--- src/rtl/spare_scan_ctrl_if.sv ---
// Purpose: handshake and scan-chain signals between a requester, the spare-chain controller and the chain.
// Latency: wiring only, no storage.
// Backpressure: none; requests arriving while busy are dropped by the controller.
interface spare_scan_ctrl_if #(
  parameter int CHAIN_LEN = 10
);
  logic                 start;
  logic                 capture;
  logic [CHAIN_LEN-1:0] wr_data;
  logic                 so;
  logic                 si;
  logic                 scen;
  logic                 busy;
  logic                 done;
  logic [CHAIN_LEN-1:0] rd_data;
  logic                 rst_match;

  // Requester side, which also carries the chain's serial output back in.
  modport master (
    output start, capture, wr_data, so,
    input  si, scen, busy, done, rd_data, rst_match
  );

  // Controller side.
  modport slave (
    input  start, capture, wr_data, so,
    output si, scen, busy, done, rd_data, rst_match
  );
endinterface

--- src/rtl/spare_scan_ctrl.sv ---
// Purpose: loads a word into the spare-cell scan chain and unloads its previous contents, with an optional capture cycle first.
// Latency: done arrives CHAIN_LEN+1 cycles after the start cycle, or CHAIN_LEN+2 cycles when capture is requested.
// Backpressure: start is accepted only in IDLE; requests seen while busy are dropped without queuing.
module spare_scan_ctrl #(
  parameter int                   CHAIN_LEN   = 10,
  parameter logic [CHAIN_LEN-1:0] RST_PATTERN = 10'b11_0000_0000
) (
  input  logic                  Clk,
  input  logic                  nReset,
  spare_scan_ctrl_if.slave      bus
);

  localparam int             CW   = $clog2(CHAIN_LEN);
  localparam logic [CW-1:0]  LAST = CW'(CHAIN_LEN - 1);

  typedef enum logic [1:0] {IDLE, CAPT, SHIFT, FIN} state_t;

  state_t               state, state_n;
  logic [CW-1:0]        cnt, cnt_n;
  logic [CHAIN_LEN-1:0] sh, sh_n;          // load word; MSB is the next bit to drive
  logic [CHAIN_LEN-1:0] unl, unl_n;        // bits collected so far in the current pass
  logic [CHAIN_LEN-1:0] rd_q, rd_n;
  logic                 si_q, si_n;
  logic                 scen_q, scen_n;
  logic                 busy_q, busy_n;
  logic                 done_q, done_n;
  logic                 match_q, match_n;

  // Registers: FSM state plus every output, so the chain sees a full stable cycle.
  always_ff @(posedge Clk or negedge nReset) begin
    if (!nReset) begin
      state   <= IDLE;
      cnt     <= '0;
      sh      <= '0;
      unl     <= '0;
      rd_q    <= '0;
      si_q    <= 1'b0;
      scen_q  <= 1'b0;
      busy_q  <= 1'b0;
      done_q  <= 1'b0;
      match_q <= 1'b0;
    end else begin
      state   <= state_n;
      cnt     <= cnt_n;
      sh      <= sh_n;
      unl     <= unl_n;
      rd_q    <= rd_n;
      si_q    <= si_n;
      scen_q  <= scen_n;
      busy_q  <= busy_n;
      done_q  <= done_n;
      match_q <= match_n;
    end
  end

  // Next state and next register values; scen/si are set one edge ahead of the cycle they describe.
  always_comb begin
    state_n = state;
    cnt_n   = cnt;
    sh_n    = sh;
    unl_n   = unl;
    rd_n    = rd_q;
    si_n    = 1'b0;
    scen_n  = 1'b0;
    busy_n  = busy_q;
    done_n  = 1'b0;
    match_n = match_q;
    case (state)
      IDLE: begin
        if (bus.start) begin
          sh_n   = bus.wr_data;
          cnt_n  = '0;
          busy_n = 1'b1;
          if (bus.capture) begin
            state_n = CAPT;
          end else begin
            state_n = SHIFT;
            scen_n  = 1'b1;
            si_n    = bus.wr_data[CHAIN_LEN-1];
          end
        end
      end
      CAPT: begin
        // scen stays low this cycle so the chain takes its functional inputs.
        state_n = SHIFT;
        cnt_n   = '0;
        scen_n  = 1'b1;
        si_n    = sh[CHAIN_LEN-1];
      end
      SHIFT: begin
        // so shows the last flop's old content before this edge shifts it out.
        unl_n = {unl[CHAIN_LEN-2:0], bus.so};
        sh_n  = sh << 1;
        if (cnt == LAST) begin
          state_n = FIN;
          rd_n    = unl_n;
          match_n = (unl_n == RST_PATTERN);
          done_n  = 1'b1;
        end else begin
          cnt_n  = cnt + 1'b1;
          scen_n = 1'b1;
          si_n   = sh[CHAIN_LEN-2];
        end
      end
      FIN: begin
        state_n = IDLE;
        busy_n  = 1'b0;
      end
      default: state_n = IDLE;
    endcase
  end

  assign bus.si        = si_q;
  assign bus.scen      = scen_q;
  assign bus.busy      = busy_q;
  assign bus.done      = done_q;
  assign bus.rd_data   = rd_q;
  assign bus.rst_match = match_q;

endmodule
--- src/flat_wrapper.sv ---
// flat-port wrapper written by rule: the top's interface ports become plain ports
module spare_scan_ctrl_flat 
#(
  parameter int                   CHAIN_LEN   = 10,
  parameter logic [CHAIN_LEN-1:0] RST_PATTERN = 10'b11_0000_0000
)
  (Clk, nReset, bus_start, bus_capture, bus_wr_data, bus_so, bus_si, bus_scen, bus_busy, bus_done, bus_rd_data, bus_rst_match);
  spare_scan_ctrl_if #(.CHAIN_LEN(CHAIN_LEN)) bus_i ();
  input  logic Clk;
  input  logic nReset;
  input wire logic [$bits(bus_i.start)-1:0] bus_start;
  input wire logic [$bits(bus_i.capture)-1:0] bus_capture;
  input wire logic [$bits(bus_i.wr_data)-1:0] bus_wr_data;
  input wire logic [$bits(bus_i.so)-1:0] bus_so;
  output wire logic [$bits(bus_i.si)-1:0] bus_si;
  output wire logic [$bits(bus_i.scen)-1:0] bus_scen;
  output wire logic [$bits(bus_i.busy)-1:0] bus_busy;
  output wire logic [$bits(bus_i.done)-1:0] bus_done;
  output wire logic [$bits(bus_i.rd_data)-1:0] bus_rd_data;
  output wire logic [$bits(bus_i.rst_match)-1:0] bus_rst_match;
  assign bus_i.start = bus_start;
  assign bus_i.capture = bus_capture;
  assign bus_i.wr_data = bus_wr_data;
  assign bus_i.so = bus_so;
  assign bus_si = bus_i.si;
  assign bus_scen = bus_i.scen;
  assign bus_busy = bus_i.busy;
  assign bus_done = bus_i.done;
  assign bus_rd_data = bus_i.rd_data;
  assign bus_rst_match = bus_i.rst_match;
  spare_scan_ctrl #(.CHAIN_LEN(CHAIN_LEN), .RST_PATTERN(RST_PATTERN)) u_core (.Clk(Clk), .nReset(nReset), .bus(bus_i));
endmodule
--- config.mk ---
export PLATFORM = sky130hd
export DESIGN_NAME = spare_scan_ctrl_flat
export DESIGN_NICKNAME = d
export VERILOG_FILES = /design/src/rtl/spare_scan_ctrl_if.sv /design/src/rtl/spare_scan_ctrl.sv /design/src/flat_wrapper.sv
export SDC_FILE = /design/constraint.sdc
export NUM_CORES = 1
export LEC_CHECK = 0
export CAP_MARGIN = 20
export CORE_ASPECT_RATIO = 1.2
export CORE_UTILIZATION = 30
export DETAILED_ROUTE_END_ITERATION = 6
export DONT_BUFFER_PORTS = 1
export GPL_TIMING_DRIVEN = 0
export PLACE_DENSITY_LB_ADDON = 0.12
export SLEW_MARGIN = 5
export SYNTH_ARGS = -nofsm -noshare
export SYNTH_HDL_FRONTEND = slang
export SYNTH_SLANG_ARGS = --single-unit
--- constraint.sdc ---
create_clock -name Clk -period 1.7 [get_ports Clk]
set_input_delay 0 -clock Clk [delete_from_list [all_inputs] [get_ports Clk]]
set_output_delay 0 -clock Clk [all_outputs]
set_load 0.01 [all_outputs]
Word level (Yosys, flattened, before mapping):

Cells that the tools add are included.

* flip-flop bits (word level): 40
* input port bits: 15
* output and inout port bits: 15
* logic and storage cells: 49

* muxes and demuxes: 21
* reduce and logical (&&, ||, !) cells: 9
* add/subtract/negate cells: 1
* eq/ne operators: 8

Operators with widths (number)
* $pmux 10 s2: 1
* $pmux 4 s3: 1
* $eq 10x10->1 const B: 1
* $mux 10: 1
* $mux 1: 9
* $mux 4: 2
* $pmux 2 s4: 1
* $reduce_and 2->1: 4
* $mux 2: 3
* $pmux 1 s3: 2
* $add 4x1->4 const B: 1
* $eq 2x2->1 const B: 2
* $eq 4x4->1 const B: 1
* $ne 2x2->1 const B: 2
* $reduce_bool 2->1: 2
* $reduce_and 3->1: 1
* $reduce_bool 3->1: 1
* $eq 2x1->1 const B: 1
* $logic_not 2->1: 1
* $ne 2x1->1 const B: 1
* $pmux 1 s2: 1

Depth between registers and ports, before layout:

Gate-level depths: netlist (run 1).

* depth after elaboration: 3
* depth in mapped cells: 7
* depth with buffers taken out: 5

Worst setup path before layout (run 1):

No wires, ideal clock.

* kind: flip-flop to flip-flop
* from: reg u_core.state[0]
* to: reg u_core.cnt[0]
* cell stages (with the launch flop): 7
* setup time: 124 ps
* required time: 1576 ps
* period minus slack after synthesis: 1469 ps
* path buffers: 1
* path slack: 231 ps
* data arrival time: 1345 ps
* path through: dfrtp_1 > inv_1 > ha_1 > buf_6 > nor2b_4 > nor4b_1 > a211o_1

* word-level cells in the longest chain between the ends: 3
* elaborated cells between the ends (all ways): 8
* those cells by class: eq/ne: 4; mux: 1; reduce/logical: 3

RTL lines
* from (decl): RTL line spare_scan_ctrl.sv:18 `state_t state, state_n;`
* from (signal assigned): RTL line spare_scan_ctrl.sv:43 `state <= state_n;`
* $eq 2x2->1, or another cell as far along: RTL line spare_scan_ctrl.sv:68 `case (state)`
* $ne 2x2->1 (no line) or $reduce_bool 3->1 (tied branches)
* $reduce_and 3->1 (no line)
* to (signal assigned): RTL line spare_scan_ctrl.sv:44 `cnt <= cnt_n;`
* to (decl): RTL line spare_scan_ctrl.sv:19 `logic [CW-1:0] cnt, cnt_n;`

Parallel ways exist; a longest one is shown, timed or not.
A chain may end at the register's enable or synchronous reset.

Worst setup path in the final report (run 1):

* from: reg u_core.state[0]
* to: reg u_core.cnt[3]

Same word-level chain as after synthesis.

==> results of run 1 <==
## what timing repair did
| action | CTS | global route |
|---|---|---|
| gates resized for setup | 0 | 6 |
| pin swaps | 0 | 0 |
| cloned | 0 | 0 |
| endpoints found under the hold margin | 53 | 0 |
| hold buffers | 12 | 0 |
| setup endpoints to repair | 6 | 15 |
| buffers inserted | 1 | 2 |
## final timing paths
path	start	cells after the start	endpoint	slack, ns
max	u_core.state[0]	6	u_core.cnt[3]	0.08
min	bus_wr_data[0]	3	u_core.sh[0]	0.02
max reg2reg	u_core.state[0]	6	u_core.cnt[3]	0.08
min reg2reg	u_core.sh[2]	2	u_core.sh[2]	0.49
max in group asynchronous	nReset	2	u_core.sh[2]	1.32
min in group asynchronous	nReset	2	u_core.cnt[0]	0.18
## cells by family (layout without fill, tap and decap cells)
family,after synthesis,count (layout),share of synthesized area
multiplexers,30,30,0.186
buffers and inverters,14,37,0.0414
AO/OA/AOI/OAI,27,27,0.0881
adder cells (fa/ha/maj),6,6,0.0389
AND/OR/NAND/NOR,38,38,0.128
flip-flops,40,40,0.518
## power breakdown
| group | switching (mW) | internal (mW) |
|---|---|---|
| clock | 0.330 | 0.436 |
| sequential | 0.423 | 1.41 |
| combinational | 0.772 | 0.925 |
| total | 1.53 | 2.77 |
## final cells by class
class,count,area [µm²],share of cell area
flip-flops and latches,40,1000,0.432
multi-input cells,101,860,0.371
repair buffers,15,153,0.0659
well taps,82,103,0.0443
clock buffers,6,72.6,0.0314
plain buffers,8,68.8,0.0297
clock inverters,2,35.0,0.0151
inverters,6,22.5,0.00973
## through the flow
step / setup slack, ns / cells / TNS [ns] / utilization
after floorplan: 0.231 / 155 / 0 / -
after global placement: 0.0489 / 237 / 0 / 0.332
after detailed placement: -0.0316 / 237 / -0.0316 / 0.332
after CTS: 0.00107 / 258 / 0 / 0.372
after global routing: -0.00143 / 260 / -0.00143 / 0.378
final: 0.0769 / 260 / 0 / 0.378
## worst reg2reg max path: stages, from the launching register on
cell and delay [ns]:
sky130_fd_sc_hd__dfrtp_1 0.41, sky130_fd_sc_hd__inv_1 0.10, sky130_fd_sc_hd__ha_1 0.20, sky130_fd_sc_hd__buf_4 0.17, sky130_fd_sc_hd__clkbuf_4 0.19, sky130_fd_sc_hd__and3_1 0.16
sky130_fd_sc_hd__a211o_1 0.28
## synth_stat cells, drive strengths merged
| cell type | n |
|---|---|
| ha | 6 |
| a22oi | 1 |
| nor3 | 1 |
| nor4b | 3 |
| nand4 | 2 |
| o2bb2a | 1 |
| inv | 6 |
| mux2 | 19 |
| a21oi | 4 |
| nor2b | 2 |
| buf | 8 |
| o31ai | 1 |
| nand4b | 1 |
| a211o | 3 |
| o22ai | 2 |
| a211oi | 1 |
| or2b | 1 |
| nor4 | 2 |
| nand2 | 12 |
| nand3 | 3 |
| nand2b | 2 |
| and3 | 4 |
| nor2 | 2 |
| nand3b | 1 |
| o2bb2ai | 1 |
| mux2i | 11 |
| a22o | 1 |
| o21ai | 12 |
| dfrtp | 40 |
| and3b | 2 |
## state kept, by name, summed over array words and instances, names as in the netlist
name,flops
u_core.unl,9
u_core.sh,10
u_core.bus.done,1
u_core.bus.busy,1
u_core.bus.rd_data,10
u_core.bus.scen,1
u_core.state,2
u_core.bus.si,1
u_core.cnt,4
u_core.bus.rst_match,1
## per-layer routing
layer	wire length, µm	vias up	part of all wire	global-route usage
met3	183	8	0.050	0.0415
met1	1610	598	0.44	0.156
met5	0	-	0	0
li1	-	599	-	-
met2	1830	32	0.50	0.182
met4	65	0	0.018	0.0509
==> reports/summary.log, run 1 <==
[cells_and_area] signed area change from the synthesized netlist to the final layout 19.8%
[logic_synthesis] number of storage elements in the synthesis netlist 40
[sta] hold slack 0.0227 ns
[pwr] PD cells 1850 nW/µm²
[floorplanning] chip height 89.9 µm
[sta] number of pins with negative max-slew slack in the final report 0
[detailed_routing] detailed router's first-iteration violation count 41
[cells_and_area] most common cell after layout, fill and taps aside sky130_fd_sc_hd__dfrtp_1
[grt] wire length of the first global-routing pass 6100 µm
[status] status complete, no violations
[pwr] Peak supply drop 0.697 mV
[logic_synthesis] largest cells by area after synthesis sky130_fd_sc_hd__dfrtp_1, sky130_fd_sc_hd__mux2_2, sky130_fd_sc_hd__mux2i_1, sky130_fd_sc_hd__mux2_4, sky130_fd_sc_hd__ha_1
[logic_synthesis] synthesized cell area 1930 µm²
[detailed_routing] number of vias per cell after detailed routing 4.76
[sta] headroom to the max-slew limit 0.805
[floorplanning] floorplan core area 6130 µm²
[sta] worst-case clock skew 0.00827 ns
[worst_setup_path] type of element capturing the critical path register
[worst_setup_path] Max Fanout on Critical Path 10
[worst_setup_path] CP cell instances inv_1, ha_1, buf_4, clkbuf_4, and3_1, a211o_1
[detailed_routing] remaining antenna violation count 0
[run] number of violations of the max-capacitance limit 0
[clock_tree] Worst-Skew Late Latency 0.29 ns
[sta] slew of the pin with the lowest slew margin 0.289 ns
[logic_synthesis] sequential cell area fraction in the yosys report 0.518
[worst_hold_path] Min-Delay Path Class in2reg
[cells_and_area] number of filler cells placed in the layout 640
[clock_tree] clock tree buffer depth 2
[worst_setup_path] data required time at the worst endpoint 1.87 ns
[logic_synthesis] leading area contributor after synthesis sky130_fd_sc_hd__dfrtp_1
[clock_tree] buffer type at the clock tree root sky130_fd_sc_hd__clkbuf_8
[logic_synthesis] synthesized instance count 155
[cells_and_area] ratio of cells with drive above 1 in the final layout 0.258
[logic_synthesis] fraction of post-synthesis cell area in the top cell type by area 0.518
[sta] Final Hold Violating Endpoints 0
[grt] largest net degree at the start of global routing 41
[clock_tree] deepest level of the CTS H-tree 2
[pwr] Power, Total 4.29 mW
[sta] # setup viols final 0
[logic_synthesis] number of library cell types mapped by synthesis 38
[worst_setup_path] largest stage delay on the critical path 0.41 ns
[floorplanning] Die Footprint 6770 µm²
[worst_setup_path] kind of critical path reg2reg
[place] area post-placement 2030 µm²
[detailed_routing] Post-route DRC 0
[floorplanning] row count 31
[grt] antenna violations before repair 0
[cells_and_area] antenna fix cells 0
[logic_synthesis] net count after synthesis 176
[floorplanning] initial standard-cell utilization of the core 0.315
[clock_tree] clock tree from TritonCTS done
[grt] global route total overflow 0
[floorplanning] total I/O pin count 30
[sta] fin crit period 1.62 ns
[clock_tree] clock net sink count 40
[sta] fin crit share 0.955
[detailed_routing] detailed-route via count 1237
[detailed_routing] wire length after detailed routing 3690 µm
[place] number of input and output port buffers inserted 0
[cells_and_area] most frequent cells in the layout sky130_fd_sc_hd__dfrtp_1, sky130_fd_sc_hd__mux2_2, sky130_fd_sc_hd__nand2_1, sky130_fd_sc_hd__o21ai_0, sky130_fd_sc_hd__dlygate4sd3_1
[clock_tree] clock transition time at the flip-flop clock pins of the worst setup and hold paths 0.08 ns
[cells_and_area] final instance area 2310 µm²
[pwr] leakage power total 1.09 nW
[place] final RePlAce weighted congestion 0.702
[clock_tree] number of CTS-inserted buffers 5
[detailed_routing] router iterations before antenna repair 4
[sta] fmax 616 MHz
[detailed_routing] wire length per cell after detailed routing 14.2 µm
[grt] vias in the first global route 1256
[worst_setup_path] CP bufs+invs 3
[worst_setup_path] Crit path max-delay family buffers and inverters
[logic_synthesis] Yosys warning count 0
[worst_setup_path] critical path data arrival time 1.80 ns
[grt] overall global routing resource usage 0.121
[logic_synthesis] post-synthesis average cell area 12.5 µm²
[floorplanning] width of the chip 75.3 µm
[place] HPWL after detailed placement 2480 µm
[worst_setup_path] type of origin of the critical path register
[cells_and_area] post-layout net count 198
[worst_setup_path] slowest library cell on the worst path sky130_fd_sc_hd__dfrtp_1
No activity file was read; power rests on OpenSTA's default activity.
==> inputs of run 2 (changes only) <==
RECOVER_POWER = 25   (was unset)
SLEW_MARGIN = 10   (was 5)
==> run 2 against run 1 <==
- cell count unchanged
- critical endpoint unchanged
- highest routed layer unchanged
- worst setup slack about the same
- clock power about the same
==> reports/summary.log, run 2 (synthesized netlist as in run 1, its figures left out) <==
[status] status complete, no violations
[cells_and_area] number of filler cells placed in the layout 642
[sta] fin crit share 0.955
[clock_tree] clock tree buffer depth 2
[detailed_routing] wire length per cell after detailed routing 14.2 µm
[floorplanning] floorplan core area 6130 µm²
[clock_tree] deepest level of the CTS H-tree 2
[sta] setup slack of the critical path after layout 0.0768 ns
[pwr] Sw Share 0.356
[sta] fmax 616 MHz
[pwr] leakage power total 1.08 nW
[detailed_routing] remaining antenna violation count 0
[grt] overall global routing resource usage 0.121
[place] final RePlAce weighted congestion 0.702
[sta] hold slack 0.0227 ns
[detailed_routing] detailed router's first-iteration violation count 41
[cells_and_area] post-layout net count 198
[pwr] Int Power 2.76 mW
[run] number of violations of the max-capacitance limit 0
[clock_tree] clock transition time at the flip-flop clock pins of the worst setup and hold paths 0.08 ns
[place] number of input and output port buffers inserted 0
[clock_tree] Worst-Skew Late Latency 0.29 ns
[grt] global route total overflow 0
[pwr] switching component of the power 1.52 mW
[cells_and_area] ratio of cells with drive above 1 in the final layout 0.258
[sta] number of pins with negative max-slew slack in the final report 0
[pwr] sequential fraction of design power 0.427
[detailed_routing] Post-route DRC 0
[cells_and_area] final core utilization 0.375
[grt] antenna violations before repair 0
[worst_setup_path] kind of critical path reg2reg
[sta] fin crit period 1.62 ns
[worst_setup_path] type of origin of the critical path register
[cells_and_area] antenna fix cells 0
[place] Cell Count Post-Placement 237
[worst_setup_path] critical path data arrival time 1.80 ns
[grt] vias in the first global route 1256
[detailed_routing] detailed-route via count 1236
[worst_hold_path] Min-Delay Path Class in2reg
[detailed_routing] number of vias per cell after detailed routing 4.75
[worst_setup_path] type of element capturing the critical path register
[clock_tree] clock net sink count 40
[floorplanning] row count 31
[sta] # setup viols final 0
[floorplanning] Die Footprint 6770 µm²
[detailed_routing] router iterations before antenna repair 4
[clock_tree] number of CTS-inserted buffers 5
[floorplanning] chip height 89.9 µm
[pwr] PD cells 1860 nW/µm²
[place] HPWL after detailed placement 2480 µm
[pwr] Peak supply drop 0.696 mV
[pwr] combinational share of power 0.395
[sta] worst-case clock skew 0.00827 ns
[floorplanning] initial standard-cell utilization of the core 0.315
[grt] wire length of the first global-routing pass 6100 µm
[clock_tree] buffer type at the clock tree root sky130_fd_sc_hd__clkbuf_8
[cells_and_area] final std cells w/o fill 260
[cells_and_area] most common cell after layout, fill and taps aside sky130_fd_sc_hd__dfrtp_1
[cells_and_area] most frequent cells in the layout sky130_fd_sc_hd__dfrtp_1, sky130_fd_sc_hd__mux2_2, sky130_fd_sc_hd__nand2_1, sky130_fd_sc_hd__o21ai_0, sky130_fd_sc_hd__dlygate4sd3_1
[sta] headroom to the max-slew limit 0.337
[grt] largest net degree at the start of global routing 41
[pwr] Clk network pwr share 0.179
[sta] Final Hold Violating Endpoints 0
[floorplanning] width of the chip 75.3 µm
[sta] slew of the pin with the lowest slew margin 0.995 ns
[floorplanning] total I/O pin count 30
[cells_and_area] signed area change from the synthesized netlist to the final layout 19.0%
[worst_setup_path] data required time at the worst endpoint 1.87 ns
[cells_and_area] multi-input combinational cell area 860 µm²
[worst_setup_path] Max Fanout on Critical Path 10
[place] Setup Slack @ Placement -0.0316 ns
[cells_and_area] sequential cell area in the final layout 1000 µm²
[detailed_routing] wire length after detailed routing 3690 µm
[clock_tree] clock tree from TritonCTS done
run 2: changes by cell type in the layout (fill, tap and decap cells not counted), sizes merged:
cell    change
buf         -1
clkbuf      +1
run 2: layer usage:
layer / up-vias / wire [µm] / track usage
met5: - / 0 / 0
met4: 0 / 65 / 0.0509
met3: 8 / 183 / 0.0415
met2: 32 / 1830 / 0.182
met1: 598 / 1610 / 0.156
li1: 598 / - / -
run 2: metrics by stage:
stage | power, mW | setup TNS, ns | area, µm²
floorplan | 3.10 | 0 | 1930
global placement | 3.41 | 0 | 2030
detailed placement | 3.46 | -0.0316 | 2030
CTS | 4.33 | 0 | 2280
global route | 4.63 | -0.00143 | 2300
finish | 4.29 | 0 | 2300
run 2: cell type report:
type                            instances  area share
Timing Repair Buffer                   15      0.0598
Tap cell                               82      0.0446
Clock buffer                            6      0.0316
Multi-Input combinational cell        101       0.374
Inverter                                6     0.00979
Sequential cell                        40       0.435
Clock inverter                          2      0.0152
Buffer                                  8      0.0299
run 2: worst paths after layout:
| check | start | end | slack, ns | depth (start not counted) |
|---|---|---|---|---|
| worst max register to register | u_core.state[0] | u_core.cnt[3] | 0.08 | 6 |
| min in group asynchronous | nReset | u_core.cnt[0] | 0.43 | 2 |
| max in group asynchronous | nReset | u_core.sh[2] | 0.66 | 2 |
| worst min-delay path | bus_wr_data[0] | u_core.sh[0] | 0.02 | 3 |
| worst max-delay path | u_core.state[0] | u_core.cnt[3] | 0.08 | 6 |
| worst min register to register | u_core.sh[2] | u_core.sh[2] | 0.49 | 2 |
run 2: worst max-delay path, stage by stage (launching register included):
cell and delay, ns:
sky130_fd_sc_hd__dfrtp_1 0.41, sky130_fd_sc_hd__inv_1 0.10, sky130_fd_sc_hd__ha_1 0.20, sky130_fd_sc_hd__buf_4 0.17, sky130_fd_sc_hd__clkbuf_4 0.19, sky130_fd_sc_hd__and3_1 0.16, sky130_fd_sc_hd__a211o_1 0.28
run 2: repair_timing:
action,CTS,global route
buffers inserted,1,2
endpoints found under the hold margin,53,0
hold buffers,12,0
pin swaps,0,0
setup endpoints to repair,6,15
gates resized for setup,0,6
run 2: power by group through the flow:
stage	logic (mW)	clock network, mW	registers, mW
global route	1.89	0.837	1.90
global placement	1.58	0	1.83
detailed placement	1.60	0	1.85
floorplan	1.36	0	1.74
finish	1.69	0.766	1.83
CTS	1.69	0.799	1.84
==> inputs of run 3 (changes only) <==
CTS_BUF_LIST = sky130_fd_sc_hd__clkbuf_8 sky130_fd_sc_hd__clkbuf_16   (was unset)
clock period = 1.5 ns   (was 1.7 ns; I/O delays follow)
==> run 3 against run 2 <==
- the run now ends with setup timing left
- critical path depth is the same
- via count increased by 2.8%
- largest cell class unchanged
- first-iteration DRC count increased by 15%
- die area did not move
- critical endpoint is now u_core.bus.rd_data[8]
==> reports/summary.log, run 3 (synthesized netlist as in run 1, its figures left out) <==
[grt] wire length of the first global-routing pass 6200 µm
[worst_setup_path] Crit path max-delay family flip-flops
[worst_setup_path] kind of critical path reg2reg
[cells_and_area] most common cell after layout, fill and taps aside sky130_fd_sc_hd__dfrtp_1
[detailed_routing] detailed-route via count 1271
[clock_tree] buffer type at the clock tree root sky130_fd_sc_hd__clkbuf_8
[sta] setup slack of the critical path after layout -0.0208 ns
[detailed_routing] wire length after detailed routing 3900 µm
[floorplanning] initial standard-cell utilization of the core 0.315
[detailed_routing] router iterations before antenna repair 3
[grt] overall global routing resource usage 0.123
[cells_and_area] number of filler cells placed in the layout 643
[detailed_routing] number of vias per cell after detailed routing 4.74
[floorplanning] total I/O pin count 30
[worst_setup_path] data required time at the worst endpoint 1.67 ns
[grt] largest net degree at the start of global routing 41
[detailed_routing] detailed router's first-iteration violation count 47
[cells_and_area] antenna fix cells 0
[place] HPWL after detailed placement 2480 µm
[floorplanning] Die Footprint 6770 µm²
[cells_and_area] post-layout net count 206
[clock_tree] clock tree buffer depth 2
[sta] Final Hold Violating Endpoints 0
[sta] number of pins with negative max-slew slack in the final report 0
[sta] setup repair after global routing missed its margin true
[worst_setup_path] Max Fanout on Critical Path 10
[worst_setup_path] critical path data arrival time 1.69 ns
[sta] # setup viols final 6
[clock_tree] deepest level of the CTS H-tree 2
[detailed_routing] remaining antenna violation count 0
[floorplanning] row count 31
[pwr] Peak supply drop 0.779 mV
[cells_and_area] most frequent cells in the layout sky130_fd_sc_hd__dfrtp_1, sky130_fd_sc_hd__buf_4, sky130_fd_sc_hd__mux2_2, sky130_fd_sc_hd__nand2_1
[detailed_routing] wire length per cell after detailed routing 14.6 µm
[floorplanning] width of the chip 75.3 µm
[cells_and_area] sequential cell area in the final layout 1000 µm²
[pwr] PD cells 2140 nW/µm²
[clock_tree] Worst-Skew Late Latency 0.29 ns
[status] failing checks setup timing
[pwr] Power, Total 5.14 mW
[cells_and_area] final core utilization 0.392
[run] number of violations of the max-capacitance limit 0
[worst_setup_path] type of element capturing the critical path register
[grt] antenna violations before repair 0
[clock_tree] clock net sink count 40
[cells_and_area] signed area change from the synthesized netlist to the final layout 24.5%
[worst_setup_path] critical path depth in cells 6
[status] status finished, violations left
[floorplanning] chip height 89.9 µm
[worst_setup_path] slowest library cell on the worst path sky130_fd_sc_hd__dfrtp_1
[place] Setup Slack @ Placement -0.232 ns
[sta] fin crit share 1.01
[grt] global route total overflow 0
[worst_setup_path] type of origin of the critical path register
[worst_setup_path] largest stage delay on the critical path 0.40 ns
[cells_and_area] final std cells w/o fill 268
[sta] fmax 658 MHz
[cells_and_area] ratio of cells with drive above 1 in the final layout 0.344
[sta] slew of the pin with the lowest slew margin 1.00 ns
[sta] fin crit period 1.52 ns
[clock_tree] number of CTS-inserted buffers 5
[floorplanning] floorplan core area 6130 µm²
[worst_hold_path] Min-Delay Path Class in2reg
[cells_and_area] multi-input combinational cell area 895 µm²
[worst_setup_path] depth of the most critical reg-to-reg path 6
[detailed_routing] Post-route DRC 0
[sta] worst-case clock skew 0.00976 ns
[grt] vias in the first global route 1270
[place] number of input and output port buffers inserted 0
[clock_tree] clock tree from TritonCTS done
[cells_and_area] final instance area 2400 µm²
[sta] headroom to the max-slew limit 0.332
[place] final RePlAce weighted congestion 0.702
[worst_setup_path] CP cell instances inv_2, ha_2, buf_6, nand4b_4, buf_8, mux2_4
[clock_tree] clock transition time at the flip-flop clock pins of the worst setup and hold paths 0.08 ns
[place] area post-placement 2030 µm²
[place] Cell Count Post-Placement 237
[pwr] leakage power total 1.13 nW
[worst_hold_path] hold path cells 3
[worst_setup_path] CP bufs+invs 3
run 3: final cells by class:
type / instances / share of cell area
buffer: 8 / 0.0328
inverter: 6 / 0.00937
clock inverter: 3 / 0.0161
clock buffer: 5 / 0.0286
timing repair buffer: 23 / 0.0812
tap: 82 / 0.0427
multi-input combinational: 101 / 0.372
sequential: 40 / 0.417
run 3: report_power, final:
part | internal, mW | switching, mW
Sequential | 1.60 | 0.474
Combinational | 1.23 | 0.973
Clock | 0.487 | 0.376
run 3: through the flow:
step	TNS, ns	hold WS (ns)
after global placement	-3.04	-0.295
after detailed placement	-3.63	-0.295
final	-0.106	0.0243
after global routing	-0.783	0.0319
after CTS	-0.157	0.0102
after floorplan	0	-0.296
run 3: worst paths after layout:
kind                            slack, ns       startpoint                     to
worst max-delay path                -0.02  u_core.state[0]  u_core.bus.rd_data[8]
min in group asynchronous            0.43           nReset          u_core.cnt[0]
max in group asynchronous            0.41           nReset          u_core.cnt[1]
worst max register to register      -0.02  u_core.state[0]  u_core.bus.rd_data[8]
worst min register to register       0.49     u_core.sh[2]           u_core.sh[2]
worst min-delay path                 0.02   bus_wr_data[0]           u_core.sh[0]
run 3: what timing repair did:
item,in CTS,in global routing
pin swaps,0,6
hold buffers,12,0
hold endpoints to repair,53,0
gates cloned,0,1
setup endpoints to repair,32,31
setup buffers,4,6
gates resized for setup,10,10
run 3: tightest hold or removal path, cell delays in order:
cell and delay, ns:
sky130_fd_sc_hd__nand2_1 0.04, sky130_fd_sc_hd__o22ai_1 0.07, sky130_fd_sc_hd__a22o_1 0.17
run 3: per-layer routing:
layer	global-route usage	vias up	routed length (µm)
met3	0.0415	7	175
met5	0	-	0
met1	0.157	620	1690
met4	0.0509	0	65
li1	-	616	-
met2	0.187	28	1970
